### src/rtl/pwm_cfg_scheduler_if.sv
// Decoder, register-file and update-request signals shared by the PWM config scheduler.
// The slave modport is the scheduler's view; master is the surrounding system's view.
interface pwm_cfg_scheduler_if;
   logic        host_read;
   logic        host_write;
   logic [5:0]  host_addr;
   logic [7:0]  host_wdata;
   logic [7:0]  host_rdata;
   logic        bus_read;
   logic        bus_write;
   logic [5:0]  bus_addr;
   logic [7:0]  bus_wdata;
   logic [7:0]  bus_rdata;
   logic        upd_valid;
   logic        upd_ready;
   logic [1:0]  upd_sel;
   logic [15:0] upd_data;
   logic        upd_sync;
   logic        upd_abort;
   logic [15:0] counter_val;
   logic        upd_done;
   logic        upd_err;

   modport slave (
      input  host_read, host_write, host_addr, host_wdata, bus_rdata,
      input  upd_valid, upd_sel, upd_data, upd_sync, upd_abort, counter_val,
      output host_rdata, bus_read, bus_write, bus_addr, bus_wdata,
      output upd_ready, upd_done, upd_err
   );

   modport master (
      output host_read, host_write, host_addr, host_wdata, bus_rdata,
      output upd_valid, upd_sel, upd_data, upd_sync, upd_abort, counter_val,
      input  host_rdata, bus_read, bus_write, bus_addr, bus_wdata,
      input  upd_ready, upd_done, upd_err
   );
endinterface

### src/rtl/pwm_cfg_scheduler.sv
// Splits 16-bit PWM register updates into two byte writes on a shared register-file bus,
// optionally deferred to counter zero, always yielding the bus to host decoder accesses.
module pwm_cfg_scheduler (
   input  logic               clk,
   input  logic               rst_n,
   pwm_cfg_scheduler_if.slave sif
);
   typedef enum logic [2:0] {
      IDLE      = 3'd0,
      WAIT_SYNC = 3'd1,
      WR_LO     = 3'd2,
      WR_HI     = 3'd3,
      DONE      = 3'd4,
      ERR       = 3'd5
   } state_t;

   state_t      state_r;
   state_t      state_nxt_s;
   logic [1:0]  sel_r;
   logic [15:0] data_r;
   logic        sync_r;

   logic        host_busy_s;
   logic        accept_s;
   logic        sched_wr_s;
   logic [5:0]  sched_addr_s;
   logic [7:0]  sched_wdata_s;

   function automatic logic [5:0] lo_addr(input logic [1:0] sel);
      case (sel)
         2'd0:    lo_addr = 6'h00;
         2'd1:    lo_addr = 6'h03;
         2'd2:    lo_addr = 6'h05;
         default: lo_addr = 6'h00;
      endcase
   endfunction

   function automatic logic [5:0] hi_addr(input logic [1:0] sel);
      case (sel)
         2'd0:    hi_addr = 6'h01;
         2'd1:    hi_addr = 6'h04;
         2'd2:    hi_addr = 6'h06;
         default: hi_addr = 6'h00;
      endcase
   endfunction

   assign host_busy_s = sif.host_read | sif.host_write;
   assign accept_s    = (state_r == IDLE) & sif.upd_valid;

   // State register and request capture; reset drops any pair in flight at once.
   always_ff @(posedge clk or negedge rst_n) begin
      if (!rst_n) begin
         state_r <= IDLE;
         sel_r   <= 2'd0;
         data_r  <= 16'h0000;
         sync_r  <= 1'b0;
      end else begin
         state_r <= state_nxt_s;
         if (accept_s) begin
            sel_r  <= sif.upd_sel;
            data_r <= sif.upd_data;
            sync_r <= sif.upd_sync;
         end
      end
   end

   // Next-state logic.
   always_comb begin
      state_nxt_s = state_r;
      case (state_r)
         IDLE: begin
            if (sif.upd_valid) begin
               if (sif.upd_sel == 2'd3) begin
                  state_nxt_s = ERR;
               end else if (sif.upd_sync) begin
                  state_nxt_s = WAIT_SYNC;
               end else begin
                  state_nxt_s = WR_LO;
               end
            end else begin
               state_nxt_s = IDLE;
            end
         end
         WAIT_SYNC: begin
            // Abort beats a coincident counter-zero.
            if (sif.upd_abort) begin
               state_nxt_s = ERR;
            end else if (!sync_r || (sif.counter_val == 16'h0000)) begin
               state_nxt_s = WR_LO;
            end else begin
               state_nxt_s = WAIT_SYNC;
            end
         end
         WR_LO: begin
            if (host_busy_s) begin
               state_nxt_s = WR_LO;
            end else begin
               state_nxt_s = WR_HI;
            end
         end
         WR_HI: begin
            if (host_busy_s) begin
               state_nxt_s = WR_HI;
            end else begin
               state_nxt_s = DONE;
            end
         end
         DONE:    state_nxt_s = IDLE;
         ERR:     state_nxt_s = IDLE;
         default: state_nxt_s = IDLE;
      endcase
   end

   // Scheduler write decode; a host access in the same cycle stalls it.
   always_comb begin
      sched_wr_s    = 1'b0;
      sched_addr_s  = 6'h00;
      sched_wdata_s = 8'h00;
      if (!host_busy_s && (state_r == WR_LO)) begin
         sched_wr_s    = 1'b1;
         sched_addr_s  = lo_addr(sel_r);
         sched_wdata_s = data_r[7:0];
      end else if (!host_busy_s && (state_r == WR_HI)) begin
         sched_wr_s    = 1'b1;
         sched_addr_s  = hi_addr(sel_r);
         sched_wdata_s = data_r[15:8];
      end else begin
         sched_wr_s    = 1'b0;
         sched_addr_s  = 6'h00;
         sched_wdata_s = 8'h00;
      end
   end

   // Bus mux: host passthrough has absolute priority with no added latency.
   always_comb begin
      sif.bus_read  = sif.host_read;
      sif.bus_write = 1'b0;
      sif.bus_addr  = 6'h00;
      sif.bus_wdata = 8'h00;
      if (host_busy_s) begin
         sif.bus_write = sif.host_write;
         sif.bus_addr  = sif.host_addr;
         sif.bus_wdata = sif.host_wdata;
      end else begin
         sif.bus_write = sched_wr_s;
         sif.bus_addr  = sched_addr_s;
         sif.bus_wdata = sched_wdata_s;
      end
   end

   // Read return and status decode.
   always_comb begin
      sif.host_rdata = 8'h00;
      if (sif.host_read) begin
         sif.host_rdata = sif.bus_rdata;
      end else begin
         sif.host_rdata = 8'h00;
      end
   end

   assign sif.upd_ready = (state_r == IDLE);
   assign sif.upd_done  = (state_r == DONE);
   assign sif.upd_err   = (state_r == ERR);
endmodule

### src/flat_wrapper.sv
// flat-port wrapper written by rule: the top's interface ports become plain ports
module pwm_cfg_scheduler_flat 
  (clk, rst_n, sif_host_read, sif_host_write, sif_host_addr, sif_host_wdata, sif_bus_rdata, sif_upd_valid, sif_upd_sel, sif_upd_data, sif_upd_sync, sif_upd_abort, sif_counter_val, sif_host_rdata, sif_bus_read, sif_bus_write, sif_bus_addr, sif_bus_wdata, sif_upd_ready, sif_upd_done, sif_upd_err);
  pwm_cfg_scheduler_if sif_i ();
  input  logic clk;
  input  logic rst_n;
  input wire logic [$bits(sif_i.host_read)-1:0] sif_host_read;
  input wire logic [$bits(sif_i.host_write)-1:0] sif_host_write;
  input wire logic [$bits(sif_i.host_addr)-1:0] sif_host_addr;
  input wire logic [$bits(sif_i.host_wdata)-1:0] sif_host_wdata;
  input wire logic [$bits(sif_i.bus_rdata)-1:0] sif_bus_rdata;
  input wire logic [$bits(sif_i.upd_valid)-1:0] sif_upd_valid;
  input wire logic [$bits(sif_i.upd_sel)-1:0] sif_upd_sel;
  input wire logic [$bits(sif_i.upd_data)-1:0] sif_upd_data;
  input wire logic [$bits(sif_i.upd_sync)-1:0] sif_upd_sync;
  input wire logic [$bits(sif_i.upd_abort)-1:0] sif_upd_abort;
  input wire logic [$bits(sif_i.counter_val)-1:0] sif_counter_val;
  output wire logic [$bits(sif_i.host_rdata)-1:0] sif_host_rdata;
  output wire logic [$bits(sif_i.bus_read)-1:0] sif_bus_read;
  output wire logic [$bits(sif_i.bus_write)-1:0] sif_bus_write;
  output wire logic [$bits(sif_i.bus_addr)-1:0] sif_bus_addr;
  output wire logic [$bits(sif_i.bus_wdata)-1:0] sif_bus_wdata;
  output wire logic [$bits(sif_i.upd_ready)-1:0] sif_upd_ready;
  output wire logic [$bits(sif_i.upd_done)-1:0] sif_upd_done;
  output wire logic [$bits(sif_i.upd_err)-1:0] sif_upd_err;
  assign sif_i.host_read = sif_host_read;
  assign sif_i.host_write = sif_host_write;
  assign sif_i.host_addr = sif_host_addr;
  assign sif_i.host_wdata = sif_host_wdata;
  assign sif_i.bus_rdata = sif_bus_rdata;
  assign sif_i.upd_valid = sif_upd_valid;
  assign sif_i.upd_sel = sif_upd_sel;
  assign sif_i.upd_data = sif_upd_data;
  assign sif_i.upd_sync = sif_upd_sync;
  assign sif_i.upd_abort = sif_upd_abort;
  assign sif_i.counter_val = sif_counter_val;
  assign sif_host_rdata = sif_i.host_rdata;
  assign sif_bus_read = sif_i.bus_read;
  assign sif_bus_write = sif_i.bus_write;
  assign sif_bus_addr = sif_i.bus_addr;
  assign sif_bus_wdata = sif_i.bus_wdata;
  assign sif_upd_ready = sif_i.upd_ready;
  assign sif_upd_done = sif_i.upd_done;
  assign sif_upd_err = sif_i.upd_err;
  pwm_cfg_scheduler u_core (.clk(clk), .rst_n(rst_n), .sif(sif_i));
endmodule
### config.mk
export PLATFORM = sky130hd
export DESIGN_NAME = pwm_cfg_scheduler_flat
export DESIGN_NICKNAME = d
export VERILOG_FILES = /design/src/rtl/pwm_cfg_scheduler_if.sv /design/src/rtl/pwm_cfg_scheduler.sv /design/src/flat_wrapper.sv
export SDC_FILE = /design/constraint.sdc
export NUM_CORES = 1
export LEC_CHECK = 0
export CAP_MARGIN = 20
export CORE_MARGIN = 2
export CORE_UTILIZATION = 33
export CTS_CLUSTER_DIAMETER = 200
export DETAILED_ROUTE_END_ITERATION = 16
export PLACE_DENSITY = 0.76
export SETUP_SLACK_MARGIN = 0.1
export SLEW_MARGIN = 15
export SYNTH_ARGS = -nofsm -noshare
export SYNTH_HDL_FRONTEND = slang
export SYNTH_SLANG_ARGS = --single-unit
### constraint.sdc
create_clock -name clk -period 1.4 [get_ports clk]
set_clock_uncertainty 0.1 [all_clocks]
set_input_delay 0.21 -clock clk [delete_from_list [all_inputs] [get_ports clk]]
set_output_delay 0.21 -clock clk [all_outputs]
set_load 0.01 [all_outputs]
After elaboration in Yosys (flattened, before gate mapping) --
Cells that the tools add are included. W data, S select, Z words.
Storage, ports and cells: register bits after elaboration 22, latch bits 0, memory bits (writable) 0, memories kept 0, bits in read-only memories 0, output and inout bits 27
Cells by class: add/sub/neg operators 0, $lt $le $gt $ge 0, bitwise gates (word level) 2, divide/modulo/power cells 0, shifts and indexed selects 0, equality and inequality tests 8, reduce and logical (&&, ||, !) cells 8, multiplexer cells 20, $mul 0
Operators by type and width (number):
- $mux W8 | 4
- $logic_not A16 Y1 | 1
- $mux W3 | 5
- $mux W6 | 2
- $pmux W3 S4 | 1
- $pmux W3 S3 | 1
- $eq A3 B2 Y1 const B | 2
- $eq A3 B3 Y1 const B | 2
- $pmux W3 S2 | 1
- $eq A2 B2 Y1 const B | 2
- $mux W1 | 4
- $mux W2 | 2
- $eq A3 B1 Y1 const B | 1
- $logic_not A3 Y1 | 1
- $eq A2 B1 Y1 const B | 1
- $logic_and A1 B1 Y1 | 2
- $logic_not A1 Y1 | 2
- $logic_not A2 Y1 | 1
- $and A1 B1 Y1 | 1
- $logic_or A1 B1 Y1 | 1
- $or A1 B1 Y1 | 1

Longest topological paths before layout --
depth in word-level cells 6, depth in mapped cells 7

Worst setup path after synthesis --
No wires, ideal clock.
path kind register -> register, from reg u_core.state_r[1], to reg u_core.data_r[10], buffers on the path 3, cell stages (with the launch flop) 7, library setup time 0.125 ns, slack -0.234 ns, arrival 1.409 ns, required time 1.175 ns, cell sequence dfrtp_1 > buf_6 > nor3_4 > and2_4 > buf_8 > buf_12 > mux2_4
On the way: cells in the longest elaborated chain, start to end 2
Ends and longest elaborated chain:
- from (decl) | RTL line pwm_cfg_scheduler.sv:17 | state_t state_r;
- from (signal assigned) | RTL line pwm_cfg_scheduler.sv:58 | state_r <= state_nxt_s;
- $logic_not A3 Y1
- named net sif_upd_ready | RTL line flat_wrapper.sv:23 | output wire logic [$bits(sif_i.upd_ready)-1:0] sif_upd_ready;
- $and A1 B1 Y1 | RTL line pwm_cfg_scheduler.sv:48 | assign accept_s = (state_r == IDLE) & sif.upd_valid;
- to (signal assigned) | RTL line pwm_cfg_scheduler.sv:61 | data_r <= sif.upd_data;
- to (decl) | RTL line pwm_cfg_scheduler.sv:20 | logic [15:0] data_r;
The timed path passes the listed nets, and every way through them passes these cells. A chain may end at the register's enable or synchronous reset.

Final worst setup path --
from reg u_core.state_r[0], to reg u_core.data_r[10]
On the way: cells in the longest elaborated chain, start to end 2
Ends and longest elaborated chain (RTL line):
- $logic_not A3 Y1 | pwm_cfg_scheduler.sv:48
- $and A1 B1 Y1 | pwm_cfg_scheduler.sv:48
Every way passes these cells.

==> results.json <==
{
  "status": "complete, but fails checks",
  "violations": "setup timing",
  "crit_required_ps": 1450,
  "wl_met2_mm": 2.60,
  "root_buffer": "clkbuf_8",
  "post-route-util_pct": 69.8,
  "synth.distinct_cells": 31,
  "min_period_over_period_pct": 121,
  "slew_violations": 0,
  "vias": 1486,
  "dpl.hpwl_mm": 3.03,
  "p_leak_nw": 1.33,
  "hold_class": "input port to asynchronous set/reset pin",
  "rows": 24,
  "cts.reportedPaths.clkPinSlew_ps": 80,
  "floorplan.core_area_um2": 4290,
  "synth_top_family_by_area": "multiplexers",
  "clkLatencyLatePin_ps": 260,
  "syn_nets": 202,
  "grt_pass1_vias": 1546,
  "avgSynthCellArea_um2": 10.8,
  "critPathMaxFanout": 8,
  "crit_chain": "buf_6, buf_6, nor3_4, and2_4, buf_12, mux2_4",
  "fmax_mhz": 590,
  "cpMostUsedCell": "buf_6",
  "timing.rr.start": "u_core.state_r[0]$_DFF_PN0_",
  "rsz0062_at_grt": "yes",
  "synth_cells": 135,
  "max_cap_viol_count": 0,
  "critPathMaxStageDelay_ps": 440,
  "die_height_um": 70.3,
  "period_needed_ps": 1700,
  "syn_to_final_growth_pct": 106,
  "routed_wl_mm": 4.64,
  "syn_area_um2": 1450,
  "critPathKind": "flop to flop",
  "drtPass1Iterations": 4,
  "drc_errors": 0,
  "gp_congestion": 0.701,
  "cts_max_path_buffers": 2,
  "hold_viol": 0,
  "drive_gt1_share_pct": 52.3,
  "mostFrequentLayoutCell": "clkdlybuf4s50_1",
  "slew_headroom_pct": 81.1,
  "drt_iter0_markers": 24,
  "track_usage_pct": 18.1,
  "dr_wl_met3_um": 223,
  "arrival_ps": 1740,
  "synth-xor-area-share_pct": 0.603,
  "grt_pass1_wl_mm": 7.21,
  "cts_buffers": 3,
  "crit_path_end_kind": "flop",
  "die_x_um": 70.3,
  "met1_length_mm": 1.81,
  "synthSimpleGateAreaFrac_pct": 16.7,
  "initial_core_util_pct": 33.8,
  "synth-compound-area-share_pct": 9.22,
  "htreeDepth": 1,
  "setup_viol": 37,
  "yosys_most_used_dff": "dfrtp_1",
  "path_buf_inv": 3,
  "synthTopCellsByArea": "dfrtp_1 (38%), mux2_4 (13%), mux2i_1 (7.6%)",
  "cts_tree": "yes",
  "worst_ir_drop_vdd_mv": 1.21,
  "n_antenna_cell": 0,
  "clock_sinks": 22,
  "critical-path-top-delay-family": "flip-flops",
  "viasPerCell": 4.73,
  "final_cell_mix": "clkdlybuf4s50_1 (60), buf_4 (27), dfrtp_1 (21), buf_2 (20), buf_6 (19)",
  "synth-edff-count": 0,
  "ys_warn_count": 0,
  "worst_pin_slew_ps": 280,
  "grt_overflow": 0,
  "wl_per_cell_um": 14.8,
  "top_layer_used": "met4",
  "p_per_area_nw_per_um2": 1710,
  "start_kind": "flop",
  "io_pins": 90,
  "cp-startpoint": "u_core.state_r[0]$_DFF_PN0_",
  "die_area_um2": 4950,
  "portBuffers": 89,
  "synthMuxAreaShare_pct": 24.1,
  "synth_adder_area_share_pct": 3.45,
  "synth_top_area_share_pct": 37.9,
  "ant_nets": 0,
  "grt_max_degree": 23,
  "holdWs_ps": 188,
  "ys_seq_area_share_pct": 37.9,
  "ys_seq_elements": 22,
  "async_flop_share_pct": 100,
  "slowest_stage": "dfrtp_2",
  "synth_top_area_cell": "dfrtp_1",
  "antenna_found_initial": 0,
  "worst_slack_ps": -295,
  "nets": 330
}
## metrics by stage
step                TNS (ps)  cells  instance area, µm²  worst slack (ps)  power [mW]
finish                 -9220    314                3000              -295        5.13
global route          -11080    314                3000              -342        5.41
CTS                    -8810    309                2920              -293        4.84
detailed placement    -19020    292                2620              -772        3.57
global placement      -18350    292                2620              -726        3.52
floorplan              -3420    135                1560              -232        2.74
## worst register-to-register path, cell delays in order (launching register included)
cell     delay [ps]
dfrtp_2         440
buf_6           130
buf_6           120
nor3_4          120
and2_4          230
buf_12          150
mux2_4          300
## state kept, by name, summed over array words and instances (netlist names)
name	count
u_core.data_r	16
u_core.sel_r	2
u_core.state_r	3
u_core.sync_r	1
## power breakdown
group | switching, mW | internal [mW] | leakage, nW
registers | 0.254 | 0.965 | 0.262
clock network | 0.203 | 0.250 | 0.0288
logic | 1.30 | 2.16 | 1.04
total | 1.75 | 3.38 | 1.33
## kinds of logic after synthesis
logic type,count (synthesis)
buffers and inverters,14
flip-flops,22
multiplexers,28
adder cells (fa/ha/maj),4
AND/OR/NAND/NOR,42
AO/OA/AOI/OAI,24
XOR/XNOR,1
## repair_timing
action / in CTS / in global routing
pin swaps: 16 / 9
hold buffers: 0 / 0
setup endpoints to repair: 49 / 45
resized for setup: 158 / 29
gates cloned: 1 / 0
buffers inserted: 12 / 8
## cell usage after synthesis (2+ instances only)
library cell / n
nor4_1: 4
and2_1: 11
clkbuf_1: 2
mux2i_1: 11
nor2_1: 2
nand2_1: 15
a211oi_1: 2
ha_1: 4
inv_1: 3
nor3b_1: 2
buf_2: 2
mux2_2: 4
o21ai_0: 16
a21oi_1: 3
buf_8: 2
buf_6: 2
buf_4: 2
dfrtp_1: 22
or2_2: 2
mux2_4: 13
## area by class of cell
type                    count  area, µm²
multi-input cells          99       1050
repair buffers            134       1260
well taps                  52       65.1
flip-flops and latches     22        552
inverters                   3       13.8
fillers                   310       1290
clock buffers               4       55.1
## worst paths after layout
kind / cells after the start / endpoint / slack (ps)
max in group asynchronous: 2 / u_core.state_r[0]$_DFF_PN0_ / 770
min reg2reg: 1 / u_core.data_r[4]$_DFFE_PN0P_ / 420
max: 6 / u_core.data_r[10]$_DFFE_PN0P_ / -300
min: 2 / u_core.data_r[8]$_DFFE_PN0P_ / 190
max reg2reg: 6 / u_core.data_r[10]$_DFFE_PN0P_ / -300
min in group clk: 5 / u_core.state_r[0]$_DFF_PN0_ / 380
## routing by layer
metal  up-vias  track usage (%)
met1       714             21.8
met4         0             4.27
li1        726                -
met2        44             33.1
met5         -                0
met3         2             3.03
Power figures use the tool's default switching activity.
